--- src/rtl/uart_rx_fifo.sv ---
// uart_rx_fifo
//   Oversampled UART receiver with a show-ahead receive FIFO.
//   The receiver takes three samples around mid-bit and uses a majority vote.
//   It handles an optional parity bit, 1 or 2 stop bits, and break detection.
//   Every received word is stored as {frm_err, par_err, data}.
//
// Ports
//   clk, rst                  system clock; asynchronous active-low reset
//   rx_in                     asynchronous serial line, idle high
//   prescale                  oversampling ratio P (even, 8..32)
//   par_en, par_type, stop2   frame format; latched when a start edge is seen
//   rd_en                     pop the FIFO head (ignored when the FIFO is empty)
//   rd_data, rd_par_err,
//   rd_frm_err                FIFO head word (show-ahead)
//   rx_empty, rx_full,
//   fifo_level                FIFO occupancy
//   ovr_err                   1-cycle pulse: completed word dropped, FIFO full
//   brk_det                   1-cycle pulse: break frame received
//   busy                      receiver FSM is not idle
//   state_dbg                 raw FSM state, for debug and checkers
//
// Handshake: a word is readable whenever rx_empty is 0.
// Asserting rd_en in such a cycle consumes rd_data, and the next entry
// becomes visible on the following cycle.
module uart_rx_fifo #(
  parameter int DATA_WIDTH  = 8,
  parameter int FIFO_DEPTH  = 4,
  parameter int SYNC_STAGES = 2
) (
  input  logic                         clk,
  input  logic                         rst,
  input  logic                         rx_in,
  input  logic [5:0]                   prescale,
  input  logic                         par_en,
  input  logic                         par_type,
  input  logic                         stop2,
  input  logic                         rd_en,
  output logic [DATA_WIDTH-1:0]        rd_data,
  output logic                         rd_par_err,
  output logic                         rd_frm_err,
  output logic                         rx_empty,
  output logic                         rx_full,
  output logic [$clog2(FIFO_DEPTH):0]  fifo_level,
  output logic                         ovr_err,
  output logic                         brk_det,
  output logic                         busy,
  output logic [2:0]                   state_dbg
);

  localparam int AW = $clog2(FIFO_DEPTH);
  localparam int LW = AW + 1;
  localparam int EW = DATA_WIDTH + 2;
  localparam int BW = $clog2(DATA_WIDTH);

  typedef enum logic [2:0] {
    S_IDLE   = 3'd0,
    S_START  = 3'd1,
    S_DATA   = 3'd2,
    S_PARITY = 3'd3,
    S_STOP   = 3'd4
  } state_t;

  // Input synchroniser. The flops reset to the idle line level.
  logic [SYNC_STAGES-1:0] sync_q;
  logic                   rx_s;

  always_ff @(posedge clk or negedge rst) begin
    if (!rst) sync_q <= '1;
    else      sync_q <= {sync_q[SYNC_STAGES-2:0], rx_in};
  end
  assign rx_s = sync_q[SYNC_STAGES-1];

  // Receiver FSM and bit timing
  state_t                state;
  logic                  rx_prev;
  logic [5:0]            edge_cnt;
  logic [5:0]            p_q;
  logic                  par_en_q, par_type_q, stop2_q;
  logic                  s0, s1, bit_q;
  logic [DATA_WIDTH-1:0] shreg;
  logic [BW-1:0]         bit_idx;
  logic                  stop_idx;
  logic                  par_err_q, par_bit_q, frm_q;

  logic [5:0] half;
  logic       at_s0, at_s1, at_dec, at_end, maj, frm_next;
  logic       push, push_brk;
  logic [EW-1:0] push_word;

  assign half     = {1'b0, p_q[5:1]};
  assign at_s0    = (edge_cnt == half - 6'd1);
  assign at_s1    = (edge_cnt == half);
  assign at_dec   = (edge_cnt == half + 6'd1);
  assign at_end   = (edge_cnt == p_q - 6'd1);
  assign maj      = (s0 & s1) | (s0 & rx_s) | (s1 & rx_s);
  assign frm_next = frm_q | ~bit_q;

  assign push      = (state == S_STOP) && at_end && (!stop2_q || stop_idx);
  assign push_word = {frm_next, par_err_q, shreg};
  // A break is a frame that is low throughout, including the parity bit when parity is present.
  assign push_brk  = (shreg == '0) && frm_next && (!par_en_q || !par_bit_q);

  always_ff @(posedge clk or negedge rst) begin
    if (!rst) begin
      state      <= S_IDLE;
      rx_prev    <= 1'b1;
      edge_cnt   <= '0;
      p_q        <= '0;
      par_en_q   <= 1'b0;
      par_type_q <= 1'b0;
      stop2_q    <= 1'b0;
      s0         <= 1'b1;
      s1         <= 1'b1;
      bit_q      <= 1'b1;
      shreg      <= '0;
      bit_idx    <= '0;
      stop_idx   <= 1'b0;
      par_err_q  <= 1'b0;
      par_bit_q  <= 1'b0;
      frm_q      <= 1'b0;
    end else begin
      rx_prev <= rx_s;
      case (state)
        S_IDLE: begin
          if (rx_prev && !rx_s) begin
            // The edge cycle counts as tick 0 of the start bit, so the
            // counter enters START at 1 and stays aligned to the line.
            state      <= S_START;
            edge_cnt   <= 6'd1;
            p_q        <= prescale;
            par_en_q   <= par_en;
            par_type_q <= par_type;
            stop2_q    <= stop2;
            bit_idx    <= '0;
            stop_idx   <= 1'b0;
            par_err_q  <= 1'b0;
            par_bit_q  <= 1'b0;
            frm_q      <= 1'b0;
          end
        end
        default: begin
          edge_cnt <= at_end ? 6'd0 : edge_cnt + 6'd1;
          if (at_s0)  s0    <= rx_s;
          if (at_s1)  s1    <= rx_s;
          if (at_dec) bit_q <= maj;
          case (state)
            S_START: begin
              if (at_dec && maj) state <= S_IDLE;   // glitch, not a start bit
              else if (at_end)   state <= S_DATA;
            end
            S_DATA: begin
              if (at_end) begin
                shreg   <= {bit_q, shreg[DATA_WIDTH-1:1]};
                bit_idx <= bit_idx + 1'b1;
                if (bit_idx == BW'(DATA_WIDTH - 1))
                  state <= par_en_q ? S_PARITY : S_STOP;
              end
            end
            S_PARITY: begin
              if (at_end) begin
                par_bit_q <= bit_q;
                par_err_q <= ((^shreg) ^ bit_q) != par_type_q;
                state     <= S_STOP;
              end
            end
            S_STOP: begin
              if (at_end) begin
                frm_q <= frm_next;
                if (stop2_q && !stop_idx) stop_idx <= 1'b1;
                else                      state    <= S_IDLE;
              end
            end
            default: state <= S_IDLE;
          endcase
        end
      endcase
    end
  end

  assign busy      = (state != S_IDLE);
  assign state_dbg = state;

  // Receive FIFO. The pointers carry one extra wrap bit.
  logic [EW-1:0] mem [FIFO_DEPTH];
  logic [LW-1:0] wr_ptr, rd_ptr;
  logic          pop, wr_ok;

  assign fifo_level = wr_ptr - rd_ptr;
  assign rx_empty   = (fifo_level == '0);
  assign rx_full    = (fifo_level == LW'(FIFO_DEPTH));
  assign pop        = rd_en && !rx_empty;
  // When the FIFO is full, a same-cycle pop frees the slot that is being written.
  assign wr_ok      = push && (!rx_full || pop);
  assign ovr_err    = push && rx_full && !pop;
  assign brk_det    = push && push_brk;
  assign {rd_frm_err, rd_par_err, rd_data} = mem[rd_ptr[AW-1:0]];

  always_ff @(posedge clk or negedge rst) begin
    if (!rst) begin
      wr_ptr <= '0;
      rd_ptr <= '0;
      for (int i = 0; i < FIFO_DEPTH; i++) mem[i] <= '0;
    end else begin
      if (wr_ok) begin
        mem[wr_ptr[AW-1:0]] <= push_word;
        wr_ptr              <= wr_ptr + LW'(1);
      end
      if (pop) rd_ptr <= rd_ptr + LW'(1);
    end
  end

endmodule
--- config.mk ---
export PLATFORM = sky130hd
export DESIGN_NAME = uart_rx_fifo
export DESIGN_NICKNAME = d
export VERILOG_FILES = /design/src/rtl/uart_rx_fifo.sv
export SDC_FILE = /design/constraint.sdc
export NUM_CORES = 1
export LEC_CHECK = 0
export BUFFER_PORTS_ARGS = -buffer_cell sky130_fd_sc_hd__buf_4
export CELL_PAD_IN_SITES_DETAIL_PLACEMENT = 0
export CELL_PAD_IN_SITES_GLOBAL_PLACEMENT = 1
export CORE_MARGIN = 5
export CORE_UTILIZATION = 35
export CTS_BUF_LIST = sky130_fd_sc_hd__clkbuf_8
export DETAILED_ROUTE_END_ITERATION = 10
export PLACE_DENSITY = 0.67
export SYNTH_ARGS = -nofsm -noshare
export SYNTH_HDL_FRONTEND = slang
export SYNTH_SLANG_ARGS = --single-unit
--- constraint.sdc ---
create_clock -name clk -period 7.5 [get_ports clk]
set_input_delay 0.75 -clock clk [delete_from_list [all_inputs] [get_ports clk]]
set_output_delay 0.75 -clock clk [all_outputs]
set_load 0.01 [all_outputs]
# Yosys cells after proc, flatten, opt, wreduce, memory -nomap -nowiden
# Cells that the tools add are included.
[word_totals]
register_bits = 85
input_bits = 13
out_inout_bits = 21
word_cells = 145
[classes]
add_sub_neg = 8
n_lt_le_gt_ge = 3
n_eq_ne = 18
mux = 38
n_bitwise = 11
n_reduce_logical = 44
[op_table]
columns = ["operator", "count"]
rows = [
  ["3-bit two-way mux", 14],
  ["40-bit bitwise mux", 1],
  ["10-bit two-way mux", 3],
  ["10-bit binary-select mux with 2-bit select", 1],
  ["10-bit demux with 2-bit select", 1],
  ["6-bit equality test", 3],
  ["6-bit two-way mux", 3],
  ["1-bit two-way mux", 14],
  ["1-bit logical AND", 13],
  ["3-bit case mux with 4 select lines", 1],
  ["3-bit AND reduction", 4],
  ["2-bit nonzero test", 5],
  ["3-bit by 1-bit adder with 3-bit output (second input constant)", 3],
  ["3-bit equality test (second input constant)", 3],
  ["3-bit inequality test (second input constant)", 3],
  ["1-bit logical NOT", 8],
  ["8-bit logical NOT", 1],
  ["2-bit AND reduction", 4],
  ["8-bit parity", 1],
  ["7-bit AND reduction", 1],
  ["5-bit by 1-bit adder with 6-bit output (second input constant)", 1],
  ["6-bit by 1-bit adder with 6-bit output (second input constant)", 1],
  ["3-bit by 2-bit equality test with 1-bit output (second input constant)", 2],
  ["6-bit by 5-bit equality test with 1-bit output", 1],
  ["19 further kinds", 30],
]

# Longest topological paths before layout
[logic_depth]
depth_word = 7
mapped_depth = 10
mapped_depth_nobuf = 8

# Least setup slack after synthesis
# Ideal clock, no wire load.
[synth_path]
path_kind = "reg2out"
from = "register wr_ptr[0]"
to = "output port ovr_err"
arrival_time_ps = 2263
required_time_ps = 6750
setup_slack_ps = 4487
stages_incl_launch_ff = 8
path_buffers = 1
path_cell_list = "dfrtp_1 inv_1 ha_1 fa_1 xor3_1 or3b_1 buf_2 nor4_1"
[synth_between]
elab_chain_len = 6
elab_cells_between_ends = 8
cone_classes = "add/sub (1); eq/ne (1); reduce/logical (6)"
[synth_rtl]
columns = ["item", "line_no", "rtl"]
rows = [
  ["start, declared", "185", "logic [LW-1:0] wr_ptr, rd_ptr;"],
  ["start signal, assigned", "206", "wr_ptr <= wr_ptr + LW'(1);"],
  ["3-bit subtractor (*)", "188", "assign fifo_level = wr_ptr - rd_ptr;"],
  ["via fifo_level[2]", "43", "output logic [$clog2(FIFO_DEPTH):0] fifo_level,"],
  ["3-bit logical NOT", "189", "assign rx_empty = (fifo_level == '0);"],
  ["1-bit logical NOT", "191", "assign pop = rd_en && !rx_empty;"],
  ["1-bit logical AND", "191", ""],
  ["1-bit logical NOT", "194", "assign ovr_err = push && rx_full && !pop;"],
  ["1-bit logical AND (*)", "194", ""],
  ["end, declared", "44", "output logic ovr_err,"],
]
# Mark *: on every way through the listed nets, which the timed path passes. The rest lies on a longest branch.

# Final worst setup path
[layout_path]
from = "register p_q[2]"
to = "output port brk_det"
[layout_between]
elab_chain_len = 5
[layout_rtl]
columns = ["item", "line_no", "rtl"]
rows = [
  ["start, declared", "77", "logic [5:0] p_q;"],
  ["start signal, assigned", "130", "p_q <= prescale;"],
  ["6-bit by 1-bit subtractor with 6-bit output", "94", "assign at_end = (edge_cnt == p_q - 6'd1);"],
  ["6-bit equality test", "94", ""],
  ["1-bit logical AND (2 in a row)", "98", "assign push = (state == S_STOP) && at_end && (!stop2_q || stop_idx);"],
  ["1-bit logical AND", "195", "assign brk_det = push && push_brk;"],
  ["end, declared", "45", "output logic brk_det,"],
]
# Every way passes these cells.

==> impl_metrics.py <==
metrics = {
    "die": {
        "core_mm2": 0.01272,
        "die_w_um": 124.2,
        "ios": 34,
        "start_util": 0.3588,
        "rows": 41,
        "dieArea_mm2": 0.01542,
        "die_h_um": 124.2,
    },
    "power": {
        "intPower_w": 0.0009701,
        "sw_frac_of_total": 0.4094,
        "p_switching_w": 0.0006725,
        "leakage_nw": 2.389,
        "p_seq_frac": 0.413,
        "p_per_area_mw_per_mm2": 318.3,
        "p_comb_frac": 0.374,
        "power_frac_clock": 0.213,
        "ir_drop_uv": 102.0,
    },
    "sta": {
        "layout_setup_ws_ns": 3.666,
        "slew_headroom": 0.3995,
        "fin_hold_ws_ns": 0.2980,
        "finalSetupTns_ns": 0,
        "hold_viol": 0,
        "finalSetupViolCount": 0,
        "finalWorstPathRequiredPeriod_ns": 3.834,
        "worstMarginPinSlew_ns": 0.9008,
        "drv_slew": 0,
        "max_freq_mhz": 260.8,
        "fin_crit_sh": 0.5112,
        "finClkSkew_ns": 0.01321,
        "rsz0062_at_grt": "false",
    },
    "critical_path": {
        "slowest_delay_ns": 0.57,
        "rrSetupSlack_ns": 4.35,
        "setup.worst_path.end": "brk_det",
        "crit_start": "p_q[2]",
        "worstPathCellList": "inv_1 -> ha_1 -> a21boi_2 -> a21oi_1 -> o2111ai_4 -> or2_1 -> nor4_1 -> buf_4",
        "startpoint_type": "flip-flop",
        "endpoint_kind": "output port",
        "ff2ff_path_depth": 7,
        "cp_data_required_time_ns": 6.75,
        "cp_data_arrival_time_ns": 3.08,
        "rr_endpoint": "mem[16]",
        "crit_type": "flip-flop to output port",
        "slowest_stage": "dfrtp_1",
        "timing.rr.start": "rd_ptr[0]",
        "worstPathMaxFanout": 18,
    },
    "global_route": {
        "grt_max_degree": 60,
        "antenna_found_initial": 0,
        "grt_first_pass_wirelength_um": 15580,
        "gr-total-overflow": 0,
        "grtUsageTotal": 0.1318,
        "grt_pass1_vias": 2909,
    },
    "clocking": {
        "clockBufferDepth": 2,
        "ctsResizeCount": 0,
        "cts_tree": "yes",
        "cts_made_buffers": 9,
        "cts_root_buf": "clkbuf_8",
        "post-cts-setup-buffer-count": 0,
        "clkSinkCount": 85,
        "path_clk_slew_ns": 0.09,
        "cts_max_level": 3,
        "insertion_delay_ns": 0.36,
        "cts_hold_buf": 0,
    },
    "hold_path": {
        "hp-class": "input port to asynchronous set/reset pin",
    },
    "synthesis": {
        "yosysTopAreaCellShare": 0.4331,
        "synth_top_area_cell": "dfrtp_1",
        "synthFlopType": "dfrtp_1",
        "ys_seq_area_frac": 0.4677,
        "ys_top_cells_by_count": "dfrtp_1, mux2_2, nand2_1",
        "synth_fp_nets": 404,
        "synth_edf_count": 0,
        "synth-async-reset-ratio": 1.000,
        "synth_most_common_cell": "dfrtp_1",
        "yosysUniqueCellTypes": 56,
        "postSynthCellCount": 373,
        "avgSynthCellArea_um2": 12.24,
        "yosysWarnings": 0,
        "syn_area_mm2": 0.004564,
        "synth_seq_cells": 85,
        "synth_area_leaders": "dfrtp_1, mux2_2, mux4_2",
    },
    "detailed_routing": {
        "drc_errors": 0,
        "vias": 2877,
        "drt-wirelength-per-cell_um": 16.33,
        "routed_wirelength_um": 9425,
        "viasPerCell": 4.986,
        "drtIter0Drc": 121,
        "firstDrtPassIters": 4,
        "detail-route-antenna-nets": 0,
    },
    "placement": {
        "pre_cts_ws_ns": 4.067,
        "numPortBuffers": 33,
        "hpwl_um": 6585,
        "place_congestion": 0.8082,
    },
    "finish": {
        "utilization": 0.4057,
        "drive_above_1_share": 0.2963,
        "syn_to_final_growth_pct": 13.08,
        "n_antenna_cell": 0,
        "layout.nets": 431,
    },
    "flow_run": {
        "drv_cap": 0,
    },
    "status": {
        "status": "complete, no violations",
    },
}
cells in the final DEF (no fill, tap or decap), types with 5 or more instances in the layout:
cell and instances:
buf_4 35, clkbuf_8 9, dfrtp_1 79, dfstp_2 6, ha_1 17, inv_1 20
mux2_1 11, mux2_2 45, mux2i_1 12, mux4_2 10, nand2_1 23, nand2b_1 6
nand3_1 8, nand4_1 5, nor2_1 11, nor2b_1 5, nor3_1 9, nor4_1 6
o21ai_0 7, xnor2_1 15, xor2_1 14
sequential cells by signal (all words and copies together) (netlist names), 2 cells and up:
register	cells
bit_idx	3
edge_cnt	6
mem	40
p_q	6
rd_ptr	3
shreg	8
state_dbg	3
sync_q	2
wr_ptr	3
logic make-up after synthesis:
| group | count (synthesis) | synth area share |
|---|---|---|
| AND/OR/NAND/NOR | 89 | 0.1088 |
| XOR/XNOR | 30 | 0.06086 |
| multiplexers | 78 | 0.2138 |
| flip-flops | 85 | 0.4677 |
| adder cells (fa/ha/maj) | 19 | 0.05318 |
| AO/OA/AOI/OAI | 32 | 0.05839 |
| buffers and inverters | 40 | 0.03728 |
layer usage:
layer  wire (um)  track usage  vias up  part of all wire
met5           0            0        -                 0
met4          89      0.04107        0            0.0094
met3         333      0.02543        8             0.035
met2        4302       0.1946       52              0.46
met1        4700       0.1952     1432              0.50
li1            -            -     1385                 -
power groups by stage:
stage / Combinational (W) / Sequential, W / Clock (W)
after floorplan: 0.000551 / 0.000586 / 0
after global placement: 0.000609 / 0.000686 / 0
after detailed placement: 0.000619 / 0.000688 / 0
after CTS: 0.000622 / 0.000679 / 0.000362
after global routing: 0.000678 / 0.000696 / 0.000379
final: 0.000615 / 0.000678 / 0.000350
area by class of cell:
class / count / area (um^2)
Clock buffer: 9 / 123.9
Clock inverter: 7 / 86.33
Fill cell: 1244 / 7561
Inverter: 21 / 78.83
Multi-Input combinational cell: 248 / 2260
Sequential cell: 85 / 2135
Tap cell: 172 / 215.2
Timing Repair Buffer: 35 / 262.8
critical path, delay by kind of cell (launching register included):
family / cells / cell delay [ns]
adder cells (fa/ha/maj): 1 / 0.25
flip-flops: 1 / 0.57
AO/OA/AOI/OAI: 3 / 0.79
AND/OR/NAND/NOR: 2 / 0.79
buffers and inverters: 2 / 0.30
per-stage QoR:
stage | cell area [um^2] | instances | power (W)
global placement | 4951 | 561 | 0.001296
finish | 5161 | 577 | 0.001643
CTS | 5161 | 577 | 0.001663
global route | 5161 | 577 | 0.001753
floorplan | 4564 | 373 | 0.001138
detailed placement | 4951 | 561 | 0.001307
worst min-delay path by stage:
stage | endpoint | slack, ns | cells after the start
final | p_q[1] | 0.30 | 1
after CTS | p_q[4] | 0.30 | 1
after global routing | p_q[4] | 0.31 | 1
after detailed placement | sync_q[1] | 0.35 | 0
after floorplan | sync_q[1] | 0.35 | 0
after global placement | sync_q[1] | 0.35 | 0
No activity file was read; power rests on OpenSTA's default activity.
